$ cat src/rtl/v74x_pkg.sv
// Shared constants and helpers for the 74x148-style sequential encoder.
package v74x_pkg;

    localparam int unsigned N_LINES = 4;
    localparam int unsigned CODE_W  = 2;

    localparam logic ST_IDLE = 1'b0;
    localparam logic ST_HOLD = 1'b1;

    // Index of the highest set bit; bit 3 has top priority.
    function automatic logic [CODE_W-1:0] prio4(input logic [N_LINES-1:0] v);
        logic [CODE_W-1:0] idx;
        if (v[3])      idx = 2'd3;
        else if (v[2]) idx = 2'd2;
        else if (v[1]) idx = 2'd1;
        else           idx = 2'd0;
        return idx;
    endfunction

endpackage

$ cat src/rtl/v74x_sync_bit.sv
// Single-bit multi-flop synchroniser; resets to 1 (inactive for active-low lines).
module v74x_sync_bit #(
    parameter int unsigned SYNC_STAGES = 2
) (
    input  logic clk_i,
    input  logic rst_ni,
    input  logic d_i,
    output logic q_o
);

    logic [SYNC_STAGES-1:0] sync_q;
    logic [SYNC_STAGES-1:0] sync_d;

    // Shift the raw input one stage per clock.
    always_comb begin
        sync_d    = sync_q;
        sync_d[0] = d_i;
        for (int unsigned i = 1; i < SYNC_STAGES; i++) begin
            sync_d[i] = sync_q[i-1];
        end
    end

    // Synchroniser flops with synchronous reset to all ones.
    always_ff @(posedge clk_i) begin
        if (!rst_ni) begin
            sync_q <= '1;
        end else begin
            sync_q <= sync_d;
        end
    end

    assign q_o = sync_q[SYNC_STAGES-1];

endmodule

$ cat src/rtl/v74x148_seq_encoder.sv
// Registered active-low 4-to-2 priority encoder with VALID/ACK hold and per-line re-arm.
module v74x148_seq_encoder
    import v74x_pkg::*;
#(
    parameter int unsigned SYNC_STAGES = 2,
    parameter int unsigned REARM       = 1
) (
    input  logic       CLK,
    input  logic       RESET_L,
    input  logic       EI_L,
    input  logic [3:0] I_L,
    input  logic       ACK,
    output logic       B,
    output logic       A,
    output logic       VALID,
    output logic       GS_L,
    output logic       EO_L
);

    logic [N_LINES-1:0] sync_out;
    logic [N_LINES-1:0] req;
    logic [N_LINES-1:0] eligible;
    logic [N_LINES-1:0] arm_q, arm_d;
    logic [CODE_W-1:0]  code_q, code_d;
    logic [CODE_W-1:0]  cap_idx;
    logic               state_q, state_d;
    logic               valid_q, valid_d;
    logic               gs_q, gs_d;
    logic               eo_q, eo_d;
    logic               capture;

    // One synchroniser per request line.
    for (genvar g = 0; g < N_LINES; g++) begin : g_sync
        v74x_sync_bit #(
            .SYNC_STAGES(SYNC_STAGES)
        ) u_sync (
            .clk_i (CLK),
            .rst_ni(RESET_L),
            .d_i   (I_L[g]),
            .q_o   (sync_out[g])
        );
    end

    assign req = ~sync_out;

    // Eligibility, FSM next state, code capture and arm bookkeeping.
    always_comb begin
        state_d = state_q;
        code_d  = code_q;
        valid_d = valid_q;
        gs_d    = gs_q;
        arm_d   = arm_q;

        eligible = (REARM != 0) ? (req & arm_q) : req;
        capture  = (state_q == ST_IDLE) && !EI_L && (eligible != '0);
        cap_idx  = prio4(eligible);

        if (state_q == ST_IDLE) begin
            if (capture) begin
                code_d  = cap_idx;
                valid_d = 1'b1;
                gs_d    = 1'b0;
                state_d = ST_HOLD;
                arm_d[cap_idx] = 1'b0;
            end
        end else begin
            if (ACK) begin
                valid_d = 1'b0;
                gs_d    = 1'b1;
                state_d = ST_IDLE;
            end
        end

        // A line seen high (inactive) re-arms; no conflict with the clear above.
        arm_d = arm_d | sync_out;

        eo_d = ~((state_d == ST_IDLE) && !EI_L && (eligible == '0));
    end

    // State and output registers.
    always_ff @(posedge CLK) begin
        if (!RESET_L) begin
            state_q <= ST_IDLE;
            code_q  <= '0;
            valid_q <= 1'b0;
            gs_q    <= 1'b1;
            eo_q    <= 1'b1;
            arm_q   <= '1;
        end else begin
            state_q <= state_d;
            code_q  <= code_d;
            valid_q <= valid_d;
            gs_q    <= gs_d;
            eo_q    <= eo_d;
            arm_q   <= arm_d;
        end
    end

    assign B     = code_q[1];
    assign A     = code_q[0];
    assign VALID = valid_q;
    assign GS_L  = gs_q;
    assign EO_L  = eo_q;

endmodule

$ cat config.mk
export PLATFORM = sky130hd
export DESIGN_NAME = v74x148_seq_encoder
export DESIGN_NICKNAME = d
export VERILOG_FILES = /design/src/rtl/v74x_pkg.sv /design/src/rtl/v74x_sync_bit.sv /design/src/rtl/v74x148_seq_encoder.sv
export SDC_FILE = /design/constraint.sdc
export NUM_CORES = 1
export LEC_CHECK = 0
export CELL_PAD_IN_SITES_DETAIL_PLACEMENT = 0
export CELL_PAD_IN_SITES_GLOBAL_PLACEMENT = 2
export CORE_ASPECT_RATIO = 0.8
export CORE_MARGIN = 4
export CORE_UTILIZATION = 32
export CTS_BUF_LIST = sky130_fd_sc_hd__clkbuf_16
export CTS_CLUSTER_SIZE = 30
export DETAILED_ROUTE_END_ITERATION = 16
export HOLD_SLACK_MARGIN = 0.05
export PLACE_DENSITY_LB_ADDON = 0.05
export SYNTH_ARGS = -nofsm -noshare
export SYNTH_HDL_FRONTEND = slang
export SYNTH_SLANG_ARGS = --single-unit
$ cat constraint.sdc
create_clock -name CLK -period 3 [get_ports CLK]
set_input_delay 0.6 -clock CLK [delete_from_list [all_inputs] [get_ports CLK]]
set_output_delay 0.6 -clock CLK [all_outputs]
set_load 0.03 [all_outputs]
Yosys cells after proc, flatten, opt, wreduce, memory -nomap -nowiden
Index checks and enable logic that the tools add are counted.
{"block": "op_classes", "reduce_logical": 11, "n_shift": 0, "bitwise": 8, "addsub": 0, "n_lt_le_gt_ge": 2, "div": 0, "multipliers": 0, "muxes": 16, "n_eq_ne": 1}
{"op": "$mux 1", "n": 11}
{"op": "$and 4x4->4", "n": 2}
{"op": "$mux 4", "n": 2}
{"op": "$not 4->4", "n": 2}
{"op": "$logic_and 1x1->1", "n": 5}
{"op": "$logic_not 4->1", "n": 1}
{"op": "$mux 2", "n": 2}
{"op": "$or 4x4->4", "n": 1}
{"op": "$reduce_and 2->1", "n": 2}
{"op": "$reduce_bool 4->1", "n": 1}
{"op": "$lt 2x3->1 const B", "n": 1}
{"op": "$not 1->1", "n": 3}
{"op": "$demux 1 s2", "n": 1}
{"op": "$ge 2x1->1 const B", "n": 1}
{"op": "$ne 2x2->1 const B", "n": 1}
{"op": "$reduce_bool 2->1", "n": 1}
{"op": "$logic_not 1->1", "n": 1}
{"block": "word_totals", "mem_bits_ro": 0, "inputBits": 8, "reg_bits": 18, "latch_bits": 0, "ram_bits": 0, "word_cells": 48, "out_inout_bits": 5, "n_memories": 0}

Logic depth before layout (Yosys ltp)
Gate-level depths: netlist (run 1).
{"block": "depth", "word_depth": 14, "ltp_mapped": 4, "ltp_nobuf": 4}

Modules after synthesis
Synthesis (run 1) repeated with hierarchy kept, for this count alone.
{"block": "hier_totals", "hier_cells": 58, "hier_area_um2": 649.4}
{"module": "v74x148_seq_encoder", "seq_area_each_um2": 200.2, "area_each_um2": 439.2, "n_inst": 1, "cells_each": 42}
{"module": "v74x_sync_bit", "seq_area_each_um2": 40.0, "area_each_um2": 52.6, "n_inst": 4, "cells_each": 4}

Worst setup path after synthesis (run 1)
OpenSTA, ideal clock, no wires.
{"block": "synth_timing", "path_kind": "input to register", "start": "input port EI_L", "end": "register arm_q[0]", "setup_ps": 122, "stages": 4, "n_path_buf": 0, "t_required_ps": 2878, "slack_ps": 1842, "arrival_time_ps": 1036, "cell_sequence": "nor2_4 nand3_1 o21ai_0 nand3b_1"}
{"block": "synth_between", "elab_chain_cells": 6}
{"item": "start, declared", "line": "v74x148_seq_encoder.sv:10", "rtl": "input logic EI_L,"}
{"item": "$logic_not 1->1", "line": "v74x148_seq_encoder.sv:55", "rtl": "capture = (state_q == ST_IDLE) && !EI_L && (eligible != '0);"}
{"item": "$logic_and 1x1->1 (2 in series)", "line": "v74x148_seq_encoder.sv:55"}
{"item": "$mux 4", "line": "v74x148_seq_encoder.sv:59", "rtl": "if (capture) begin"}
{"item": "$mux 4", "line": "v74x148_seq_encoder.sv:58", "rtl": "if (state_q == ST_IDLE) begin"}
{"item": "$or 4x4->4", "line": "v74x148_seq_encoder.sv:75", "rtl": "arm_d = arm_d | sync_out;"}
{"item": "end signal, assigned", "line": "v74x148_seq_encoder.sv:95", "rtl": "arm_q <= arm_d;"}
{"item": "end, declared", "line": "v74x148_seq_encoder.sv:23", "rtl": "logic [N_LINES-1:0] arm_q, arm_d;"}
No other way between the ends.
A chain may end at the register's enable or synchronous reset.

Worst setup path in the final report (run 1)
{"block": "layout_timing", "start": "register code_q[1]", "end": "output port B"}
{"item": "start, declared", "line": "v74x148_seq_encoder.sv:24", "rtl": "logic [CODE_W-1:0] code_q, code_d;"}
{"item": "start signal, assigned", "line": "v74x148_seq_encoder.sv:91", "rtl": "code_q <= code_d;"}
{"item": "end, declared", "line": "v74x148_seq_encoder.sv:13", "rtl": "output logic B,"}
No word-level cell between the ends.

==> results.toml, run 1 <==
[cts]
clock-root-buffer = "clkbuf_16"
htree_levels = 1
path_clk_slew_ns = 0.05
numCtsBuffers = 3
insertion_delay_ns = 0.25
post_cts_resized = 0
clock_sinks = 18
post_cts_buffers = 0
cts_tree = "built"
cts_buffer_depth = 2
holdBufCountCts = 0

[place]
port-buffer-count = 12
post-dp-hpwl_microns = 743
gp_congestion = 0.644

[global_routing]
grt_max_degree = 19
grt_pass1_wl_microns = 1800
grt_pass1_vias = 410
grt.overflow.total = 0
antenna_found_initial = 0
grt_util_all_layers = 0.0868

[sta]
worst_hold_slack_ns = 0.401
finalCritPeriodShare = 0.619
max_freq_mhz = 538
worst_pin_slew_ns = 0.572
skew_ns = 0.00306
slew_violations = 0
period_needed_ns = 1.86
relSlewSlack = 0.618
fin_setup_tns_ns = 0
hold_viol_final = 0
finalSetupViolations = 0
rsz0062_at_grt = "no"

[setup_path]
slowest_stage = "clkdlybuf4s50_1"
crit_family = "buffers and inverters"
worstReg2RegEnd = "code_q[0]$_SDFFE_PN0P_"
reg2reg_depth = 4
reg2reg_from = "arm_q[1]$_SDFF_PN1_"
crit_arrival_ns = 1.26
reg2reg_slack_ns = 1.80
path_cells = "clkdlybuf4s50_1"
critPathKind = "reg2out"
startpoint_type = "register"
endpoint_kind = "primary output"
crit_path_max_incr_delay_ns = 0.68
required_ns = 2.40
crit_fanout = 2
path_buf_inv = 1

[route]
routed_wirelength_microns = 1020
drt_pass1_iterations = 4
vias = 443
detail_route.iter0.violations = 8
drcViolationCount = 0
viasPerCell = 4.39
postRouteAntennaNets = 0
post_drt_wl_per_cell_microns = 10.1

[synth]
synthAdderAreaFrac = 0
syn_area_per_cell_sq_um = 10.7
synth_xor_xnor_area_share = 0
synth_compound_area_frac = 0.126
synth_seq_cells = 18
netlist_instances = 62
yosys.area_share.simple = 0.315
synth_cell_types = 20
synthMuxAreaShare = 0
synth_top_family_by_area = "simple AND/OR/NAND/NOR gates"
synthesis.nets = 70
netlist_area_sq_um = 664
yosysWarnings = 0
ys_seq_area_frac = 0.542

[min_path]
whs_endpoint = "g_sync[1].u_sync.sync_q[1]$_SDFF_PN1_"
hold_depth = 1
hold_class = "reg2reg"
min_from = "g_sync[1].u_sync.sync_q[0]$_SDFF_PN1_"

[floorplan]
core_area_sq_um = 1930
num_io_pins = 13
die_h_microns = 48.8
die-area_sq_um = 2870
rows = 14
die_w_microns = 58.9
start_util = 0.345

[layout]
layout.nets = 86
drive_gt1_frac = 0.117
syn_to_final_growth_pct = 33.3
layout_commonest_cell = "dfxtp_1"
final_cell_mix = "dfxtp_1 (18), clkdlybuf4s50_1 (12), nand2b_1 (11)"
n_antenna_cell = 0

[power]
ir_worst_vdd_uv = 458
powerDensity_nw_per_um2 = 657
leakage_uw = 0.000358

[run]
drv_cap = 0

[status]
status = "finished, final reports clean"
through the flow:
stage               std cells  power (uW)  setup WS [ns]   util  area (sq um)
finish                    101         582           1.14  0.460           886
global route              101         608           1.10  0.460           886
CTS                       101         590           1.13  0.460           886
detailed placement         97         326           1.20  0.419           807
global placement           97         326           1.18  0.419           807
floorplan                  62         301           1.84      -           664
state kept, by name, indices dropped and copies added, names as in the netlist:
register              flops
state_q                   1
GS_L                      1
EO_L                      1
code_q                    2
VALID                     1
arm_q                     4
g_sync.u_sync.sync_q      8
kinds of logic after synthesis:
| logic type | Yosys count |
|---|---|
| compound gates | 10 |
| simple gates | 32 |
| flops | 18 |
| buf+inv | 2 |
cell type report:
| class | instances | area [sq um] |
|---|---|---|
| fill | 198 | 1040 |
| clock buffer | 3 | 75.1 |
| tap | 24 | 30.0 |
| timing repair buffer | 12 | 120 |
| inverter | 1 | 3.75 |
| clock inverter | 1 | 3.75 |
| sequential | 18 | 360 |
| multi-input combinational | 42 | 293 |
power by group:
group | internal, uW | switching, uW
clock network | 177 | 85.0
logic | 32.1 | 30.6
registers | 251 | 5.86
worst max path at each step:
stage,from,to,slack [ns],depth (start not counted)
2_1_floorplan,EI_L,arm_q[0]$_SDFF_PN1_,1.84,4
3_3_place_gp,RESET_L,code_q[0]$_SDFFE_PN0P_,1.18,3
3_5_place_dp,RESET_L,code_q[0]$_SDFFE_PN0P_,1.20,3
4_1_cts,code_q[1]$_SDFFE_PN0P_,B,1.13,1
5_1_grt,code_q[1]$_SDFFE_PN0P_,B,1.10,1
6_report,code_q[1]$_SDFFE_PN0P_,B,1.14,1
Yosys cell counts:
master	instances	area [sq um]
nand2b_1	11	68.8
nor2b_1	2	12.5
inv_1	1	3.75
nand4b_1	1	8.76
nor2b_4	2	27.5
nand3b_1	4	30.0
nand3_1	2	10.0
o21ai_0	3	15.0
a21oi_1	1	5.00
o41ai_4	1	27.5
dfxtp_1	18	360
nand2_1	7	26.3
nor2_4	1	11.3
a22oi_1	1	7.51
nor3_1	1	5.00
a21o_2	1	8.76
and2b_2	1	8.76
a21boi_0	2	15.0
o21ai_1	1	5.00
buf_4	1	7.51
layer usage:
layer  GRT usage  wire length [microns]
met5           0                      0
met4      0.0453                     16
met3      0.0559                     80
met2       0.114                    434
met1       0.106                    489
No activity file was read; power rests on OpenSTA's default activity.
==> inputs of run 2 (changes only) <==
--- a/config.mk
+++ b/config.mk
@@ -9,7 +9,7 @@
 export CELL_PAD_IN_SITES_GLOBAL_PLACEMENT = 2
 export CORE_ASPECT_RATIO = 0.8
 export CORE_MARGIN = 4
-export CORE_UTILIZATION = 32
+export CORE_UTILIZATION = 30
 export CTS_BUF_LIST = sky130_fd_sc_hd__clkbuf_16
 export CTS_CLUSTER_SIZE = 30
 export DETAILED_ROUTE_END_ITERATION = 16
==> constraint.sdc (replaced) <==
create_clock -name CLK -period 1.75 [get_ports CLK]
set_input_delay 0.35 -clock CLK [delete_from_list [all_inputs] [get_ports CLK]]
set_output_delay 0.35 -clock CLK [all_outputs]
set_load 0.03 [all_outputs]
==> run 2 against run 1 <==
Effect of this change: total power grew 72%; critical path type unchanged; clock power grew 73%; routed wire length is 7.1% higher; sequential share of layout area shrank 0.34 points; final area up 0.85%; critical path depth stayed put; sequential power up 72%; register-to-register slack worse by 1.3 ns; first-iteration DRC count grew 25%; die area grew 5.6%; highest routed layer unchanged.
==> results.toml, run 2 (synthesis gave the netlist of run 1 again) <==
[sta]
finalSetupViolations = 0
max_freq_mhz = 625
worst_hold_slack_ns = 0.401
worst_pin_slew_ns = 0.367
slew_violations = 0
skew_ns = 0.00224
period_needed_ns = 1.60
finalCritPeriodShare = 0.914
setup_ws_ns = 0.151
relSlewSlack = 0.754
hold_viol_final = 0
fin_setup_tns_ns = 0
rsz0062_at_grt = "no"

[setup_path]
crit_family = "buffers and inverters"
critPathCapture = "A"
crit_start = "code_q[0]$_SDFFE_PN0P_"
reg2reg_from = "arm_q[1]$_SDFF_PN1_"
path_cells = "clkdlybuf4s50_1"
reg2reg_slack_ns = 0.55
path_buf_inv = 1
critPathKind = "reg2out"
cp_num_cells = 1
crit_path_max_incr_delay_ns = 0.67
endpoint_kind = "primary output"
crit_fanout = 2
required_ns = 1.40
startpoint_type = "register"
reg2reg_depth = 4
slowest_stage = "clkdlybuf4s50_1"
worstReg2RegEnd = "code_q[0]$_SDFFE_PN0P_"
crit_arrival_ns = 1.25

[status]
status = "finished, final reports clean"

[floorplan]
core_area_sq_um = 2000
die-area_sq_um = 3040
die_h_microns = 50.1
rows = 14
start_util = 0.333
num_io_pins = 13
die_w_microns = 60.6

[layout]
final_cell_mix = "dfxtp_1 (18), clkdlybuf4s50_1 (12), nand2b_1 (11)"
layout_commonest_cell = "dfxtp_1"
n_antenna_cell = 0
layout.cells.non_filler = 102
top_regs = "g_sync.u_sync.sync_q: 8 flops, arm_q: 4 flops, code_q: 2 flops"
largest_reg_flops = 8
syn_to_final_growth_pct = 34.5
drive_gt1_frac = 0.128
max_flop_register = "g_sync.u_sync.sync_q"
fin_area_sq_um = 893
layout.nets = 87

[cts]
cts_buffer_depth = 2
insertion_delay_ns = 0.25
htree_levels = 1
numCtsBuffers = 3
clock_sinks = 18
holdBufCountCts = 0
path_clk_slew_ns = 0.05
post_cts_resized = 0
clock-root-buffer = "clkbuf_16"
post_cts_buffers = 0
cts_tree = "built"

[place]
place_ws_ns = 0.262
place_area_sq_um = 815
gp_congestion = 0.676
placedCellCount = 98
port-buffer-count = 12
post-dp-hpwl_microns = 849

[global_routing]
grt_util_all_layers = 0.0835
grtUsageMet3 = 0.0522
grt_pass1_vias = 428
antenna_found_initial = 0
grt_max_degree = 13
use_met2 = 0.107
grt.overflow.total = 0
grt_pass1_wl_microns = 1860
grt.busiest_layer = "met1"
met1_usage = 0.110

[route]
postRouteAntennaNets = 0
drcViolationCount = 0
viasPerCell = 4.30
post_drt_wl_per_cell_microns = 10.7
routed_wirelength_microns = 1090
detail_route.iter0.violations = 10
vias = 439
drt_pass1_iterations = 3

[min_path]
hold_class = "reg2reg"

[power]
powerDensity_nw_per_um2 = 1120
leakage_uw = 0.000363
ir_worst_vdd_uv = 671

[run]
drv_cap = 0
## run 2: cell types whose count changed in the layout (fill, tap and decap cells not counted), sizes merged
cell	delta
buf	+1
## run 2: how the worst min path moves through the flow
stage	endpoint	cells past startpoint	from
after floorplan	g_sync[0].u_sync.sync_q[1]$_SDFF_PN1_	1	g_sync[0].u_sync.sync_q[0]$_SDFF_PN1_
final	g_sync[0].u_sync.sync_q[1]$_SDFF_PN1_	1	g_sync[0].u_sync.sync_q[0]$_SDFF_PN1_
after CTS	g_sync[1].u_sync.sync_q[1]$_SDFF_PN1_	1	g_sync[1].u_sync.sync_q[0]$_SDFF_PN1_
after detailed placement	g_sync[1].u_sync.sync_q[1]$_SDFF_PN1_	1	g_sync[1].u_sync.sync_q[0]$_SDFF_PN1_
after global placement	g_sync[2].u_sync.sync_q[1]$_SDFF_PN1_	1	g_sync[2].u_sync.sync_q[0]$_SDFF_PN1_
after global routing	g_sync[1].u_sync.sync_q[1]$_SDFF_PN1_	1	g_sync[1].u_sync.sync_q[0]$_SDFF_PN1_
## run 2: stage by stage
step | power [uW] | utilization
global placement | 562 | 0.408
finish | 1000 | 0.447
detailed placement | 561 | 0.408
floorplan | 515 | -
CTS | 1020 | 0.447
global route | 1050 | 0.447
## run 2: per-layer routing
metal  wire length (microns)  share of wire  up-vias
met5                       0              0        -
met4                      14          0.013        0
met3                      85          0.078        3
met2                     429           0.39       11
met1                     565           0.52      187
li1                        -              -      238
## run 2: area by class of cell
cell class	instances	area, sq um
multi-input combinational	42	293
timing repair buffer	13	128
inverter	1	3.75
sequential	18	360
clock inverter	1	3.75
tap	24	30.0
clock buffer	3	75.1
fill	205	1100
## run 2: where the power goes
part | internal (uW) | leakage [uW] | switching, uW | total, uW
logic | 56.4 | 0.000176 | 53.5 | 110
clock network | 304 | 0.0000385 | 148 | 452
registers | 431 | 0.000148 | 10.4 | 441
total | 791 | 0.000363 | 212 | 1000
==> inputs of run 3 (changes only) <==
--- a/config.mk
+++ b/config.mk
@@ -13,7 +13,6 @@
 export CTS_BUF_LIST = sky130_fd_sc_hd__clkbuf_16
 export CTS_CLUSTER_SIZE = 30
 export DETAILED_ROUTE_END_ITERATION = 16
-export HOLD_SLACK_MARGIN = 0.05
 export PLACE_DENSITY_LB_ADDON = 0.05
 export SYNTH_ARGS = -nofsm -noshare
 export SYNTH_HDL_FRONTEND = slang
==> results of run 3 <==
The final DEF is identical to that of run 2; final timing and power are the same.
